`src/rtl/quad_decoder.sv`:
```
`default_nettype none
// ============================================================================
// Module   : quad_decoder
// Purpose  : Deglitched A/B quadrature decoder giving position, step, direction
//            and sticky error; windowed velocity is built when QDEC_VEL_EN is
//            defined.
// Revision : 1.0 - initial release
// ============================================================================
module quad_decoder #(
    parameter int CNT_W    = 32,
    parameter int FILT_LEN = 4,
    parameter int VEL_WIN  = 50000
) (
    input  logic             CLOCK_50,
    input  logic             RESET_N,
    input  logic             PH_A,
    input  logic             PH_B,
    input  logic             CLR,
    input  logic             ERR_CLR,
    output logic [CNT_W-1:0] POS,
    output logic             STEP,
    output logic             DIR,
    output logic             ERR,
    output logic [15:0]      VEL,
    output logic             VEL_VALID
);

    typedef enum logic [0:0] {
        ST_INIT = 1'b0,
        ST_RUN  = 1'b1
    } state_t;

    localparam logic [3:0] c_FILT_LAST = 4'(FILT_LEN - 1);

    state_t     r_state_q, w_state_d;
    logic [1:0] r_init_cnt_q, w_init_cnt_d;
    logic       w_init_load;
    logic       w_run;

    always_comb begin
        w_state_d    = r_state_q;
        w_init_cnt_d = r_init_cnt_q;
        w_init_load  = 1'b0;
        case (r_state_q)
            ST_INIT: begin
                if (r_init_cnt_q == 2'd2) begin
                    w_init_load = 1'b1;
                    w_state_d   = ST_RUN;
                end else begin
                    w_init_cnt_d = r_init_cnt_q + 2'd1;
                end
            end
            default: ;
        endcase
    end

    always_ff @(posedge CLOCK_50 or negedge RESET_N) begin
        if (!RESET_N) begin
            r_state_q    <= ST_INIT;
            r_init_cnt_q <= 2'd0;
        end else begin
            r_state_q    <= w_state_d;
            r_init_cnt_q <= w_init_cnt_d;
        end
    end

    assign w_run = (r_state_q == ST_RUN);

    // Bit 1 carries phase A, bit 0 phase B, matching the {A,B} Gray ordering.
    logic [1:0] w_ph_raw;
    logic [1:0] w_s2;
    logic [1:0] w_f;
    assign w_ph_raw = {PH_A, PH_B};

    for (genvar gi = 0; gi < 2; gi++) begin : g_phase
        logic       r_s1_q;
        logic       r_s2_q;
        logic       r_f_q, w_f_d;
        logic [3:0] r_cnt_q, w_cnt_d;

        always_comb begin
            w_f_d   = r_f_q;
            w_cnt_d = 4'd0;
            if (w_init_load) begin
                w_f_d = r_s2_q;
            end else if (w_run && (r_s2_q != r_f_q)) begin
                if (r_cnt_q == c_FILT_LAST) begin
                    w_f_d = r_s2_q;
                end else begin
                    w_cnt_d = r_cnt_q + 4'd1;
                end
            end
        end

        always_ff @(posedge CLOCK_50 or negedge RESET_N) begin
            if (!RESET_N) begin
                r_s1_q  <= 1'b0;
                r_s2_q  <= 1'b0;
                r_f_q   <= 1'b0;
                r_cnt_q <= 4'd0;
            end else begin
                r_s1_q  <= w_ph_raw[gi];
                r_s2_q  <= r_s1_q;
                r_f_q   <= w_f_d;
                r_cnt_q <= w_cnt_d;
            end
        end

        assign w_s2[gi] = r_s2_q;
        assign w_f[gi]  = r_f_q;
    end

    // Gray position along the forward cycle 00 -> 10 -> 11 -> 01.
    function automatic logic [1:0] gray_idx(input logic [1:0] ab);
        case (ab)
            2'b00:   return 2'd0;
            2'b10:   return 2'd1;
            2'b11:   return 2'd2;
            default: return 2'd3;
        endcase
    endfunction

    logic [1:0]       r_prev_q, w_prev_d;
    logic [1:0]       w_diff;
    logic             w_fwd, w_rev, w_bad;
    logic [CNT_W-1:0] r_pos_q, w_pos_d;
    logic             r_step_q, w_step_d;
    logic             r_dir_q, w_dir_d;
    logic             r_err_q, w_err_d;

    always_comb begin
        w_diff   = gray_idx(w_f) - gray_idx(r_prev_q);
        w_fwd    = w_run && (w_diff == 2'd1);
        w_rev    = w_run && (w_diff == 2'd3);
        w_bad    = w_run && (w_diff == 2'd2);
        w_prev_d = r_prev_q;
        if (w_init_load) begin
            w_prev_d = w_s2;
        end else if (w_run) begin
            w_prev_d = w_f;
        end
        // A reverse step adds all ones, i.e. -1 modulo 2^CNT_W.
        w_pos_d  = CLR ? '0 : r_pos_q + {{(CNT_W-1){w_rev}}, w_fwd | w_rev};
        w_step_d = w_fwd | w_rev;
        w_dir_d  = w_fwd ? 1'b1 : (w_rev ? 1'b0 : r_dir_q);
        w_err_d  = w_bad | (r_err_q & ~ERR_CLR);
    end

    always_ff @(posedge CLOCK_50 or negedge RESET_N) begin
        if (!RESET_N) begin
            r_prev_q <= 2'b00;
            r_pos_q  <= '0;
            r_step_q <= 1'b0;
            r_dir_q  <= 1'b0;
            r_err_q  <= 1'b0;
        end else begin
            r_prev_q <= w_prev_d;
            r_pos_q  <= w_pos_d;
            r_step_q <= w_step_d;
            r_dir_q  <= w_dir_d;
            r_err_q  <= w_err_d;
        end
    end

    assign POS  = r_pos_q;
    assign STEP = r_step_q;
    assign DIR  = r_dir_q;
    assign ERR  = r_err_q;

    // Out-of-range parameters leave this marker block in the elaborated tree.
    if (VEL_WIN < 2 || FILT_LEN < 2 || FILT_LEN > 15) begin : g_param_out_of_range
    end

`ifdef QDEC_VEL_EN
    localparam int                 c_WIN_W    = $clog2(VEL_WIN);
    localparam logic [c_WIN_W-1:0] c_WIN_LAST = c_WIN_W'(VEL_WIN - 1);

    function automatic logic [15:0] sat16(input logic [16:0] s);
        if (s[16] != s[15]) begin
            return s[16] ? 16'h8000 : 16'h7FFF;
        end
        return s[15:0];
    endfunction

    logic [c_WIN_W-1:0] r_win_q, w_win_d;
    logic [15:0]        r_acc_q, w_acc_d;
    logic [15:0]        r_vel_q, w_vel_d;
    logic               r_vel_valid_q, w_vel_valid_d;
    logic [16:0]        w_acc_sum;

    always_comb begin
        w_acc_sum     = {r_acc_q[15], r_acc_q} + {{16{w_rev}}, w_fwd | w_rev};
        w_win_d       = r_win_q + c_WIN_W'(1);
        w_acc_d       = sat16(w_acc_sum);
        w_vel_d       = r_vel_q;
        w_vel_valid_d = 1'b0;
        if (r_win_q == c_WIN_LAST) begin
            w_win_d       = '0;
            w_acc_d       = 16'd0;
            w_vel_d       = sat16(w_acc_sum);
            w_vel_valid_d = 1'b1;
        end
    end

    always_ff @(posedge CLOCK_50 or negedge RESET_N) begin
        if (!RESET_N) begin
            r_win_q       <= '0;
            r_acc_q       <= 16'd0;
            r_vel_q       <= 16'd0;
            r_vel_valid_q <= 1'b0;
        end else begin
            r_win_q       <= w_win_d;
            r_acc_q       <= w_acc_d;
            r_vel_q       <= w_vel_d;
            r_vel_valid_q <= w_vel_valid_d;
        end
    end

    assign VEL       = r_vel_q;
    assign VEL_VALID = r_vel_valid_q;
`else
    assign VEL       = 16'd0;
    assign VEL_VALID = 1'b0;
`endif

endmodule
`default_nettype wire

```
`config.mk`:
```
export PLATFORM = sky130hd
export DESIGN_NAME = quad_decoder
export DESIGN_NICKNAME = d
export VERILOG_FILES = /design/src/rtl/quad_decoder.sv
export SDC_FILE = /design/constraint.sdc
export NUM_CORES = 1
export LEC_CHECK = 0
export ABC_AREA = 0
export BUFFER_PORTS_ARGS = -buffer_cell sky130_fd_sc_hd__buf_2
export CAP_MARGIN = 20
export CORE_UTILIZATION = 50
export CTS_BUF_LIST = sky130_fd_sc_hd__clkbuf_16
export CTS_CLUSTER_DIAMETER = 150
export DETAILED_ROUTE_END_ITERATION = 16
export GPL_ROUTABILITY_DRIVEN = 0
export GPL_TIMING_DRIVEN = 0
export PLACE_DENSITY = 0.74
export SLEW_MARGIN = 20
export SYNTH_ARGS = -nofsm -noshare
export SYNTH_HDL_FRONTEND = slang
export SYNTH_SLANG_ARGS = --single-unit
export TNS_END_PERCENT = 20
```
`constraint.sdc`:
```
create_clock -name CLOCK_50 -period 5.08 [get_ports CLOCK_50]
set_clock_uncertainty 0.2 [all_clocks]
set_input_delay 1.016 -clock CLOCK_50 [delete_from_list [all_inputs] [get_ports CLOCK_50]]
set_output_delay 1.016 -clock CLOCK_50 [all_outputs]
set_load 0.01 [all_outputs]
```
==> flow_metrics.env <==
export IMPL_grt_pass1_wl_um=15700
export IMPL_crit_fanout=33
export IMPL_drive_gt1_frac=0.182
export IMPL_synth_area_leader_cell="dfrtp_1"
export IMPL_synth_top_family_by_area="compound AO/OA/AOI/OAI gates"
export IMPL_syn_cell_area_um2=4020
export IMPL_yosysSeqAreaShare=0.337
export IMPL_synthAdderAreaFrac=0.127
export IMPL_cts_resized_gates=0
export IMPL_cts_made_buffers=5
export IMPL_ant_nets=0
export IMPL_worstHoldPathType="register to register"
export IMPL_cts_tree="done"
export IMPL_io_buffers=40
export IMPL_placementRows=32
export IMPL_fmax_ghz=0.214
export IMPL_busiest_layer="met2"
export IMPL_die_w_um=91.6
export IMPL_relSlewSlack=0.516
export IMPL_wl_per_cell_um=15.0
export IMPL_cts_sink_count=54
export IMPL_finalHoldWorstSlack_ns=0.154
export IMPL_setup_viol=0
export IMPL_floorplan_initialDensity=0.520
export IMPL_fin_crit_ns=4.67
export IMPL_drt_total_wl_um=9140
export IMPL_diodes=0
export IMPL_synth_simple_gate_area_frac=0.180
export IMPL_nNetsFinal=551
export IMPL_final_hold_viol_count=0
export IMPL_grt_use_met2=0.388
export IMPL_firstDrtPassIters=4
export IMPL_ys_flop_type="dfrtp_1"
export IMPL_netlist_top_cells_area="dfrtp_1 34%, ha_1 12%, a21oi_1 5.5%, buf_4 3.6%, nand2_1 3.2%"
export IMPL_cp_end_kind="register"
export IMPL_gr_usage_met3=0.0240
export IMPL_seqCellArea_um2=1350
export IMPL_muxShareOfSynthArea=0.0271
export IMPL_rsz0062_at_grt="no"
export IMPL_yosysTopAreaCellShare=0.337
export IMPL_post_cts_setup_buffer_count=0
export IMPL_dieArea_um2=8390
export IMPL_synth_compound_area_share=0.211
export IMPL_area_growth_syn_to_layout_pct=13.6
export IMPL_run_status="complete, no violations"
export IMPL_async_flop_share=1.00
export IMPL_min_period_over_period=0.919
export IMPL_ys_ff_latch=54
export IMPL_use_met1=0.304
export IMPL_overflow=0
export IMPL_globalRouteTotalUtil=0.230
export IMPL_multiInputGateArea_um2=2430
export IMPL_worstMarginPinSlew_ns=0.726
export IMPL_postSynthAreaPerCell_um2=9.08
export IMPL_crit_path_start_kind="register"
export IMPL_die_h_um=91.6
export IMPL_synth_xor_area_share=0.0449
export IMPL_syn_inst=442
export IMPL_setup_tns_final_ns=0
export IMPL_hold_buffers=0
export IMPL_coreArea_um2=7730
export IMPL_cts_max_path_buffers=2
export IMPL_synth_cell_type_count=61
export IMPL_pin_count=58
export IMPL_root_buffer="clkbuf_16"
export IMPL_drv_cap=0
export IMPL_fill_cells=740
export IMPL_drv_slew=0
export IMPL_grt_pass1_vias=3403
export IMPL_clkTransAtPathRegs_ns=0.08
export IMPL_h_tree_depth=2
export IMPL_drc=0
export IMPL_dr_first_iter_drc_count=213
export IMPL_antenna_found_initial=0
export IMPL_synth_edf_count=0
export IMPL_crit_type="register to register"
export IMPL_critPathArrivalTime_ns=4.64
export IMPL_worstSkewPairLatency_ns=0.29
export IMPL_hpwl_um=6720
export IMPL_required_ns=5.06
export IMPL_via_count=3477
export IMPL_yosysWarnings=0
export IMPL_grt_max_degree=55
export IMPL_viasPerCell=5.72
cells in the mapped netlist (2+ instances only):
cell       instances
and3_1             5
xnor2_1           10
or2_2              2
o21ai_0           25
a211oi_1           4
dfrtp_1           54
o21ai_2            2
mux2i_1            3
nor2b_1           11
nand4_1            9
xor2_1             8
a31oi_1            2
a2111oi_0          2
nand2_1           34
a21oi_1           44
buf_4             19
nor3_1            18
o21a_1            13
and2b_1            2
buf_6              7
or3_2              2
mux2_1             2
nand2b_1           4
nand3_1           11
nor2_1            34
mux2_2             5
ha_1              39
o21ai_1            2
or3_1              2
a311oi_1           2
nor3b_1            4
inv_1             13
clkbuf_1           5
o211ai_1           9
nand3b_1           3
a21o_1             6
routing by layer:
layer,share of wire,vias to the layer above
met5,0,-
met4,0.021,0
met3,0.050,19
met2,0.47,111
met1,0.46,1652
li1,-,1695
per-stage QoR:
stage | instance area [µm²] | setup WS, ns | std cells | util
after floorplan | 4080 | 0.903 | 458 | -
after global placement | 4400 | 0.184 | 600 | 0.570
after detailed placement | 4410 | 0.528 | 600 | 0.570
after CTS | 4560 | 0.465 | 608 | 0.590
after global routing | 4560 | 0.115 | 608 | 0.590
final | 4560 | 0.414 | 608 | 0.590
cell type report:
| class | instances | area share |
|---|---|---|
| plain buffers | 32 | 0.0538 |
| clock buffers | 5 | 0.0274 |
| clock inverters | 3 | 0.00631 |
| inverters | 13 | 0.0107 |
| multi-input cells | 359 | 0.533 |
| flip-flops and latches | 54 | 0.296 |
| well taps | 102 | 0.0280 |
| repair buffers | 40 | 0.0444 |
final timing paths:
check | start | cells after the start | end | slack, ns
setup / recovery | g_phase[1].r_f_q | 13 | POS[29] | 0.41
hold / removal | g_phase[0].r_s1_q | 0 | g_phase[0].r_s2_q | 0.15
setup reg to reg | g_phase[1].r_f_q | 13 | POS[29] | 0.41
hold reg to reg | g_phase[0].r_s1_q | 0 | g_phase[0].r_s2_q | 0.15
max in group asynchronous | RESET_N | 1 | POS[13] | 3.68
min in group asynchronous | RESET_N | 1 | g_phase[0].r_cnt_q[1] | 0.55
worst max-delay path, stage by stage (launching register included):
cell	delay, ns
dfrtp_1	0.43
inv_1	0.07
ha_1	0.27
ha_1	0.20
xnor3_1	0.37
and2b_2	0.71
ha_1	0.36
buf_4	0.17
a21oi_1	0.28
o21ai_0	0.21
a311oi_1	0.41
a21oi_1	0.19
a41oi_1	0.30
mux2_1	0.35
cell usage in the layout, fill, tap and decap left out, types with 13 or more instances in the layout:
master and instances:
a21oi_1 44, buf_2 39, buf_4 20, conb_1 17
dfrtp_1 54, ha_1 39, inv_1 13, nand2_1 34
nor2_1 34, nor3_1 18, o21a_1 13, o21ai_0 25
sequential cells by signal, indices dropped and copies added (netlist names):
register and count:
DIR 1, ERR 1, POS 32, STEP 1, g_phase.r_cnt_q 8, g_phase.r_f_q 2
g_phase.r_s1_q 2, g_phase.r_s2_q 2, r_init_cnt_q 2, r_prev_q 2, r_state_q 1
logic make-up after synthesis:
family | count (synthesis)
buffers and inverters | 45
AO/OA/AOI/OAI | 128
XOR/XNOR | 19
AND/OR/NAND/NOR | 145
other | 1
adder cells (fa/ha/maj) | 40
multiplexers | 10
flip-flops | 54
Power is not shown: default switching activity piles up to over one toggle a cycle in this logic, so the estimate is an artifact.
